File: config.mk
export PLATFORM = sky130hd
export DESIGN_NAME = display_share_arbiter
export DESIGN_NICKNAME = d
export VERILOG_FILES = /design/src/rtl/display_arb_pkg.sv /design/src/rtl/rr_next_sel.sv /design/src/rtl/display_share_arbiter.sv
export SDC_FILE = /design/constraint.sdc
export NUM_CORES = 1
export LEC_CHECK = 0
export ABC_CLOCK_PERIOD_IN_PS = 2900
export BUFFER_PORTS_ARGS = -buffer_cell sky130_fd_sc_hd__buf_2
export CAP_MARGIN = 20
export CELL_PAD_IN_SITES_DETAIL_PLACEMENT = 2
export CELL_PAD_IN_SITES_GLOBAL_PLACEMENT = 2
export CORE_MARGIN = 2
export CORE_UTILIZATION = 27
export CTS_CLUSTER_SIZE = 8
export DETAILED_ROUTE_END_ITERATION = 8
export GPL_TIMING_DRIVEN = 0
export MAX_ROUTING_LAYER = met4
export PLACE_DENSITY_LB_ADDON = 0.1
export SYNTH_ARGS = -nofsm -noshare
export SYNTH_HDL_FRONTEND = slang
export SYNTH_SLANG_ARGS = --single-unit
File: constraint.sdc
create_clock -name clk5 -period 2.9 [get_ports clk5]
set_input_delay 0.58 -clock clk5 [delete_from_list [all_inputs] [get_ports clk5]]
set_output_delay 0.58 -clock clk5 [all_outputs]
set_load 0.01 [all_outputs]
File: src/rtl/display_arb_pkg.sv
// Shared definitions for the display-share arbiter: requester count,
// FSM state encoding and default minimum hold time.
package display_arb_pkg;

   localparam int NREQ            = 4;
   localparam int DEF_HOLD_CYCLES = 5000000;

   localparam logic ST_IDLE = 1'b0;
   localparam logic ST_OWN  = 1'b1;

   typedef enum logic {
      IDLE = ST_IDLE,
      OWN  = ST_OWN
   } state_t;

   function automatic logic [NREQ-1:0] onehot(input logic [1:0] idx);
      logic [NREQ-1:0] r;
      r      = '0;
      r[idx] = 1'b1;
      return r;
   endfunction

endpackage

File: src/rtl/rr_next_sel.sv
// Round-robin picker: first set request strictly after ptr, wrapping,
// with ptr itself considered last unless excluded.
module rr_next_sel
   import display_arb_pkg::*;
(
   input  logic [NREQ-1:0] req,
   input  logic [1:0]      ptr,
   input  logic            excludeOwner,
   output logic            valid,
   output logic [1:0]      sel
);

   logic [NREQ-1:0] cand;
   logic [1:0]      idx;

   // Scan from the farthest position down so the nearest candidate wins.
   always_comb begin
      cand = req;
      if (excludeOwner) cand[ptr] = 1'b0;
      valid = 1'b0;
      sel   = ptr;
      idx   = '0;
      for (int k = NREQ; k >= 1; k--) begin
         idx = ptr + 2'(k);
         if (cand[idx]) begin
            valid = 1'b1;
            sel   = idx;
         end
      end
   end

endmodule

File: src/rtl/display_share_arbiter.sv
// Time-shares the 4-digit display path between four requesters with
// round-robin grants and a minimum hold time per owner.
module display_share_arbiter #(
   parameter int HOLD_CYCLES = 5000000,
   parameter int NREQ        = 4
) (
   input  logic              clk5,
   input  logic              resetn,
   input  logic [NREQ-1:0]   req,
   input  logic [16*NREQ-1:0] reqVal,
   input  logic [4*NREQ-1:0] reqPoint,
   output logic [NREQ-1:0]   grant,
   output logic [15:0]       dispVal,
   output logic [3:0]        point,
   output logic              busy
);
   import display_arb_pkg::*;

   localparam int             CW       = $clog2(HOLD_CYCLES);
   localparam logic [CW-1:0]  HOLD_MAX = CW'(HOLD_CYCLES - 1);

   state_t        state;
   logic [CW-1:0] holdCnt;
   logic [1:0]    ptr;

   logic          nxtValid;
   logic [1:0]    nxtSel;
   logic          load;
   logic          goIdle;
   logic          active;
   logic [1:0]    outSel;

   rr_next_sel u_rr (
      .req          (req),
      .ptr          (ptr),
      .excludeOwner (state == OWN),
      .valid        (nxtValid),
      .sel          (nxtSel)
   );

   // load: a new owner takes the display this edge; goIdle: owner released
   // with nobody waiting.
   always_comb begin
      load   = 1'b0;
      goIdle = 1'b0;
      case (state)
         IDLE: load = nxtValid;
         OWN: begin
            if (!req[ptr]) begin
               load   = nxtValid;
               goIdle = !nxtValid;
            end else if (holdCnt == HOLD_MAX) begin
               load = nxtValid;
            end
         end
         default: ;
      endcase
      active = load || (state == OWN && !goIdle);
      outSel = load ? nxtSel : ptr;
   end

   always_ff @(posedge clk5 or negedge resetn) begin
      if (!resetn) begin
         state   <= IDLE;
         holdCnt <= '0;
         ptr     <= 2'd3;
         grant   <= '0;
         dispVal <= 16'h0000;
         point   <= 4'b0000;
         busy    <= 1'b0;
      end else begin
         if (load) begin
            state   <= OWN;
            holdCnt <= '0;
            ptr     <= nxtSel;
            grant   <= onehot(nxtSel);
         end else if (goIdle) begin
            state   <= IDLE;
            grant   <= '0;
         end else if (state == OWN && holdCnt != HOLD_MAX) begin
            holdCnt <= holdCnt + 1'b1;
         end
         busy <= active;
         if (active) begin
            dispVal <= reqVal[{outSel, 4'b0000} +: 16];
            point   <= reqPoint[{outSel, 2'b00} +: 4];
         end else begin
            dispVal <= 16'h0000;
            point   <= 4'b0000;
         end
      end
   end

endmodule

==> impl_metrics.yaml, run 1 <==
outcome:
  status: "finished, violations left"
  violations: "negative setup slack"
logic_synthesis:
  synth_area_leader_cell: "dfrtp_1"
  synthArstFlopShare: 1.00
  syn_inst: 284
  synth.area.top_cells: "dfrtp_1 42%, mux2i_1 15%, o22ai_1 4.2%"
  synth_edf_count: 0
  synth_top_area_share: 0.415
  synthFlopType: "dfrtp_1"
  synth_nets: 375
  yosysWarningCount: 0
  synth.ff_latch_count: 51
  yosysUniqueCellTypes: 43
  synth_area_mm2: 0.00295
  ys_seq_area_frac: 0.433
  syn_avg_cell_area_um2: 10.4
layout:
  drive_gt1_frac: 0.421
  layout_common_cells: "111 x buf_2, 49 x dfrtp_1, 39 x mux2i_1"
  layout_commonest_cell: "buf_2"
  antenna_cells: 0
  nFillCells: 1238
  area_growth_pct: 42.8
  nNetsFinal: 513
detailed_routing:
  drt_iter0_markers: 58
  post_drt_via_cell_ratio: 4.98
  routed_wl_mm: 10.6
  drt_pass1_iterations: 4
  antenna_left: 0
  vias: 2803
  drc: 0
  routedWlPerCell_um: 18.9
worst_setup_path:
  crit_required_ps: 3110
  path_delay_family: "simple AND/OR/NAND/NOR gates"
  cp_cell_sequence: "buf_8 -> mux2_4 -> o21a_1 -> nor4_4 -> and4b_2 -> o21bai_4 -> buf_8 -> clkbuf_16 -> mux2i_1 -> o22ai_1"
  path_class: "flip-flop to flip-flop"
  cp_num_buf_inv: 3
  critPathLaunchType: "flip-flop"
  slowest_stage: "dfstp_2"
  critPathCaptureType: "flip-flop"
  timing.rr.start: "ptr[0]"
  regToRegSetupSlack_ps: -20
  cp_data_arrival_time_ps: 3120
  max_stage_delay_ps: 620
  crit_path_frequent_cell: "buf_8"
  worstPathMaxFanout: 7
  critPathLaunch: "ptr[0]"
timing:
  maxSlewViolCount: 0
  finalWorstSetupSlack_ps: -16.8
  fmax_mhz: 343
  finalSetupViolations: 6
  worstMarginPinSlew_ps: 700
  rsz0062_at_grt: "true"
  post-route-min-period_ps: 2920
  finalClockSkew_ps: 6.40
  max_slew_margin: 0.534
  holdWs_ps: 208
  hold_violations: 0
  finalCritPeriodShare: 1.01
power:
  pwr-share-seq: 0.185
  power_density_mw_per_mm2: 1370
  pwr-share-clk: 0.075
  internal-power_mw: 3.32
  p_comb_frac: 0.740
  p_sw_frac: 0.424
  switchingPower_mw: 2.44
  totalPowerFinal_mw: 5.76
  peakVddDrop_uv: 513
  p_leak_nw: 1.99
floorplanning:
  ios: 111
  fp.dieH_um: 109
  rows: 38
  design.die.area_mm2: 0.0118
  core_region_area_mm2: 0.0107
  initial_utilization: 0.275
  die_x_um: 109
clocking:
  cts_max_level: 2
  cts_tree: "done"
  postCtsHoldBufs: 0
  clk_pin_slew_ps: 100
  numCtsBuffers: 5
  numClockSinks: 51
  clockBufferDepth: 2
  insertion_delay_ps: 330
  root_buffer: "clkbuf_8"
grt:
  grt_max_degree: 34
  grt_pass1_vias: 3000
  grt_pass1_wl_mm: 16.0
  grt_overflow_total: 0
  antenna_found_initial: 0
  grt_use_total: 0.185
placed_design:
  place.gp.congestion: 0.757
  dpl.hpwl_mm: 7.57
  port_buffers: 110
min_path:
  hold_path_class: "primary input to asynchronous set/reset pin"
flow_run:
  maxCapViolCount: 0
[final timing paths]
path / endpoint / cells past startpoint
min in group clk5: grant[1] / 2
worst min register to register: grant[1] / 2
worst max register to register: dispVal[2] / 10
worst min-delay path: holdCnt[9] / 1
worst max-delay path: dispVal[2] / 10
max in group asynchronous: ptr[0] / 2
[Yosys cell counts, types with 6 or more instances]
master,instances
and2_1,7
xnor2_1,7
clkbuf_1,7
dfrtp_1,49
nand4_1,7
mux2i_1,45
buf_6,6
and3_1,6
xor2_1,8
nor2_1,20
o22ai_1,20
nand2_1,22
o21ai_0,16
[layer usage]
metal,global-route usage,up-vias,share of wire
li1,-,1313,-
met1,0.228,1422,0.44
met2,0.300,60,0.51
met3,0.0416,8,0.041
met4,0.0632,0,0.014
met5,-,-,0
[worst reg2reg max path: stages, from the launching register on]
cell and delay (ps):
dfstp_2 620, buf_8 150, mux2_4 310, o21a_1 130, nor4_4 500, and4b_2 300, o21bai_4 200, buf_8 160
clkbuf_16 160, mux2i_1 170, o22ai_1 100
[what timing repair did]
action,4_1_cts,5_1_grt
pin swaps,6,18
endpoints found under the setup margin,36,28
setup buffers,6,8
gates resized for setup,19,28
cloned,0,6
[metrics by stage]
step / setup WS (ps) / instance area [µm²] / TNS, ps / std cells / utilization
finish: -16.8 / 4220 / -49.4 / 563 / 0.392
global route: -210 / 4220 / -2890 / 563 / 0.392
CTS: 19.1 / 3890 / 0 / 549 / 0.362
detailed placement: -503 / 3700 / -9340 / 535 / 0.344
global placement: -426 / 3680 / -7070 / 534 / 0.342
floorplan: 96.0 / 2950 / 0 / 284 / -
[cell families (layout without fill, tap and decap cells)]
kind of cell	after synthesis	after routing	share of synthesized area
DFF	51	51	0.433
AOI/OAI and AO/OA	62	62	0.136
buffers and inverters	18	157	0.0386
muxes	50	50	0.177
and+or+nand+nor	83	83	0.150
xor gates and xnor gates	15	15	0.0445
adders and majority gates	5	5	0.0212
[registers in the layout (all words and copies together), names as in the netlist]
| name | flops |
|---|---|
| state | 1 |
| dispVal | 16 |
| ptr | 2 |
| point | 4 |
| grant | 4 |
| holdCnt | 23 |
| busy | 1 |
[area by class of cell]
cell class / instances / area (µm²) / area share
well taps: 140 / 175 / 0.0416
clock inverters: 1 / 5.00 / 0.00119
multi-input cells: 215 / 1680 / 0.399
plain buffers: 14 / 151 / 0.0359
repair buffers: 131 / 830 / 0.197
inverters: 4 / 18.8 / 0.00445
flip-flops and latches: 51 / 1280 / 0.303
clock buffers: 7 / 76.3 / 0.0181
[power by group through the flow]
stage          Combinational (mW)  Sequential (mW)  Clock (mW)
2_1_floorplan                2.11             1.15           0
3_3_place_gp                 3.04             1.06           0
3_5_place_dp                 3.09             1.07           0
4_1_cts                      3.37             1.06       0.462
5_1_grt                      4.61             1.10       0.487
6_report                     4.26             1.07       0.434
Power figures use the tool's default switching activity.
==> run 2: changes to the inputs <==
Settings changed: ABC_AREA set to 1, CORE_UTILIZATION 27 to 25.
==> impl_metrics.yaml, run 2 <==
outcome:
  status: "finished clean"
timing:
  maxSlewViolCount: 0
  max_slew_margin: 0.602
  post-route-min-period_ps: 2590
  finalSetupViolations: 0
  hold_violations: 0
  fmax_mhz: 387
  finalCritPeriodShare: 0.891
  holdWs_ps: 280
  finalClockSkew_ps: 7.59
  worstMarginPinSlew_ps: 597
  rsz0062_at_grt: "false"
  tns_ps: 0
power:
  peakVddDrop_uv: 473
  power_density_mw_per_mm2: 1260
  p_leak_nw: 2.49
  totalPowerFinal_mw: 5.77
layout:
  largest_register: "holdCnt"
  fin_area_mm2: 0.00457
  multi_input_area_mm2: 0.00172
  layout_commonest_cell: "nand3_1"
  layout_common_cells: "120 x nand3_1, 117 x buf_2, 107 x inv_1"
  nNetsFinal: 737
  area_growth_pct: 26.9
  final_cells: 827
  largest_register_ffs: 23
  drive_gt1_frac: 0.250
  top_regs: "holdCnt (23), dispVal (16)"
  antenna_cells: 0
  ff_latch_area_mm2: 0.00128
  nFillCells: 1710
worst_setup_path:
  path_class: "flip-flop to flip-flop"
  r2r_cells: 15
  critPathCaptureType: "flip-flop"
  crit_required_ps: 3090
  r2r-end: "holdCnt[21]"
  cp_data_arrival_time_ps: 2780
  timing.rr.start: "ptr[0]"
  worstPathMaxFanout: 10
  regToRegSetupSlack_ps: 310
  critPathLaunchType: "flip-flop"
clocking:
  root_buffer: "clkbuf_16"
  numCtsBuffers: 5
  postCtsHoldBufs: 0
  post-cts-setup-buffers: 0
  cts_max_level: 2
  cts_tree: "done"
  insertion_delay_ps: 300
  clk_pin_slew_ps: 80
  clockBufferDepth: 2
  numClockSinks: 51
  ctsResizeCount: 0
logic_synthesis:
  synthArstFlopShare: 1.00
  yosysUniqueCellTypes: 35
  ys_seq_area_frac: 0.355
  synth_area_mm2: 0.00360
  synth_area_leader_cell: "dfrtp_1"
  yosysWarningCount: 0
  synth_nets: 619
  synthTopCellsByCount: "120 x nand3_1, 107 x inv_1, 97 x nand2_1"
  syn_avg_cell_area_um2: 6.82
  synth.ff_latch_count: 51
  synth.area.top_cells: "dfrtp_1 34%, nand3_1 17%, inv_1 11%"
  synthFlopType: "dfrtp_1"
  yosysMostFrequentCell: "nand3_1"
  synth_edf_count: 0
  synth_top_area_share: 0.341
  syn_inst: 528
placed_design:
  place.gp.congestion: 0.760
  port_buffers: 110
  dpl.hpwl_mm: 10.7
  place_area_mm2: 0.00440
  numPlacedInstances: 819
floorplanning:
  fp.dieH_um: 124
  design.die.area_mm2: 0.0154
  initial_utilization: 0.257
  rows: 43
  core_region_area_mm2: 0.0140
  die_x_um: 124
  ios: 111
grt:
  grt_pass1_vias: 4232
  antenna_found_initial: 0
  grt_use_total: 0.180
  grt_overflow_total: 0
  grt_pass1_wl_mm: 21.0
  grt_max_degree: 29
flow_run:
  maxCapViolCount: 0
detailed_routing:
  vias: 3825
  drt_iter0_markers: 125
  drc: 0
  drt_pass1_iterations: 4
  post_drt_via_cell_ratio: 4.63
  routedWlPerCell_um: 15.7
  routed_wl_mm: 13.0
  antenna_left: 0
min_path:
  hold_path_class: "primary input to asynchronous set/reset pin"
run 2: layout make-up:
class                      instances  area share
multi-input combinational        342       0.376
sequential                        51       0.280
timing repair buffer             111       0.125
inverter                         112      0.0937
tap                              180      0.0493
buffer                            23      0.0389
clock buffer                       5      0.0274
clock inverter                     3      0.0104
run 2: layer usage:
layer | track usage | up-vias | share of wire
met4 | 0.0316 | 0 | 0.0077
met5 | - | - | 0
met3 | 0.0188 | 6 | 0.022
met1 | 0.218 | 1857 | 0.44
met2 | 0.327 | 58 | 0.53
li1 | - | 1904 | -
run 2: how the worst max path moves through the flow:
stage / start / to / cells past startpoint
global placement: ptr[0] / holdCnt[21] / 15
floorplan: ptr[0] / dispVal[6] / 18
global route: ptr[0] / holdCnt[21] / 15
CTS: ptr[0] / holdCnt[21] / 15
finish: ptr[0] / holdCnt[21] / 15
detailed placement: ptr[0] / holdCnt[21] / 15
run 2: per-stage QoR:
| stage | util | setup WS, ps |
|---|---|---|
| after detailed placement | 0.314 | 287 |
| final | 0.327 | 315 |
| after global placement | 0.313 | 364 |
| after global routing | 0.327 | 54.5 |
| after floorplan | - | 762 |
| after CTS | 0.327 | 274 |
run 2: cells by family after synthesis:
family,after synthesis,synth area share
DFF,51,0.355
AOI/OAI and AO/OA,52,0.0789
xor gates and xnor gates,6,0.0146
and+or+nand+nor,279,0.366
adders and majority gates,5,0.0174
buffers and inverters,135,0.168
run 2: critical path, cell delays in order, from the launching register on:
cell,delay (ps)
dfstp_2,570
buf_6,150
inv_4,70
ha_1,200
nand2_1,90
nand3_1,70
nand2_1,130
nor2_2,60
nand2_2,110
a21oi_2,90
nor2_1,270
nand3_1,190
nor2_1,240
nand3_1,110
nand2_1,80
nor2_1,50
run 2: where the power goes:
| group | internal [mW] | switching [mW] | total, mW |
|---|---|---|---|
| clock network | 0.413 | 0.292 | 0.705 |
| registers | 0.979 | 0.120 | 1.10 |
| logic | 1.45 | 2.52 | 3.97 |
| total | 2.84 | 2.93 | 5.77 |
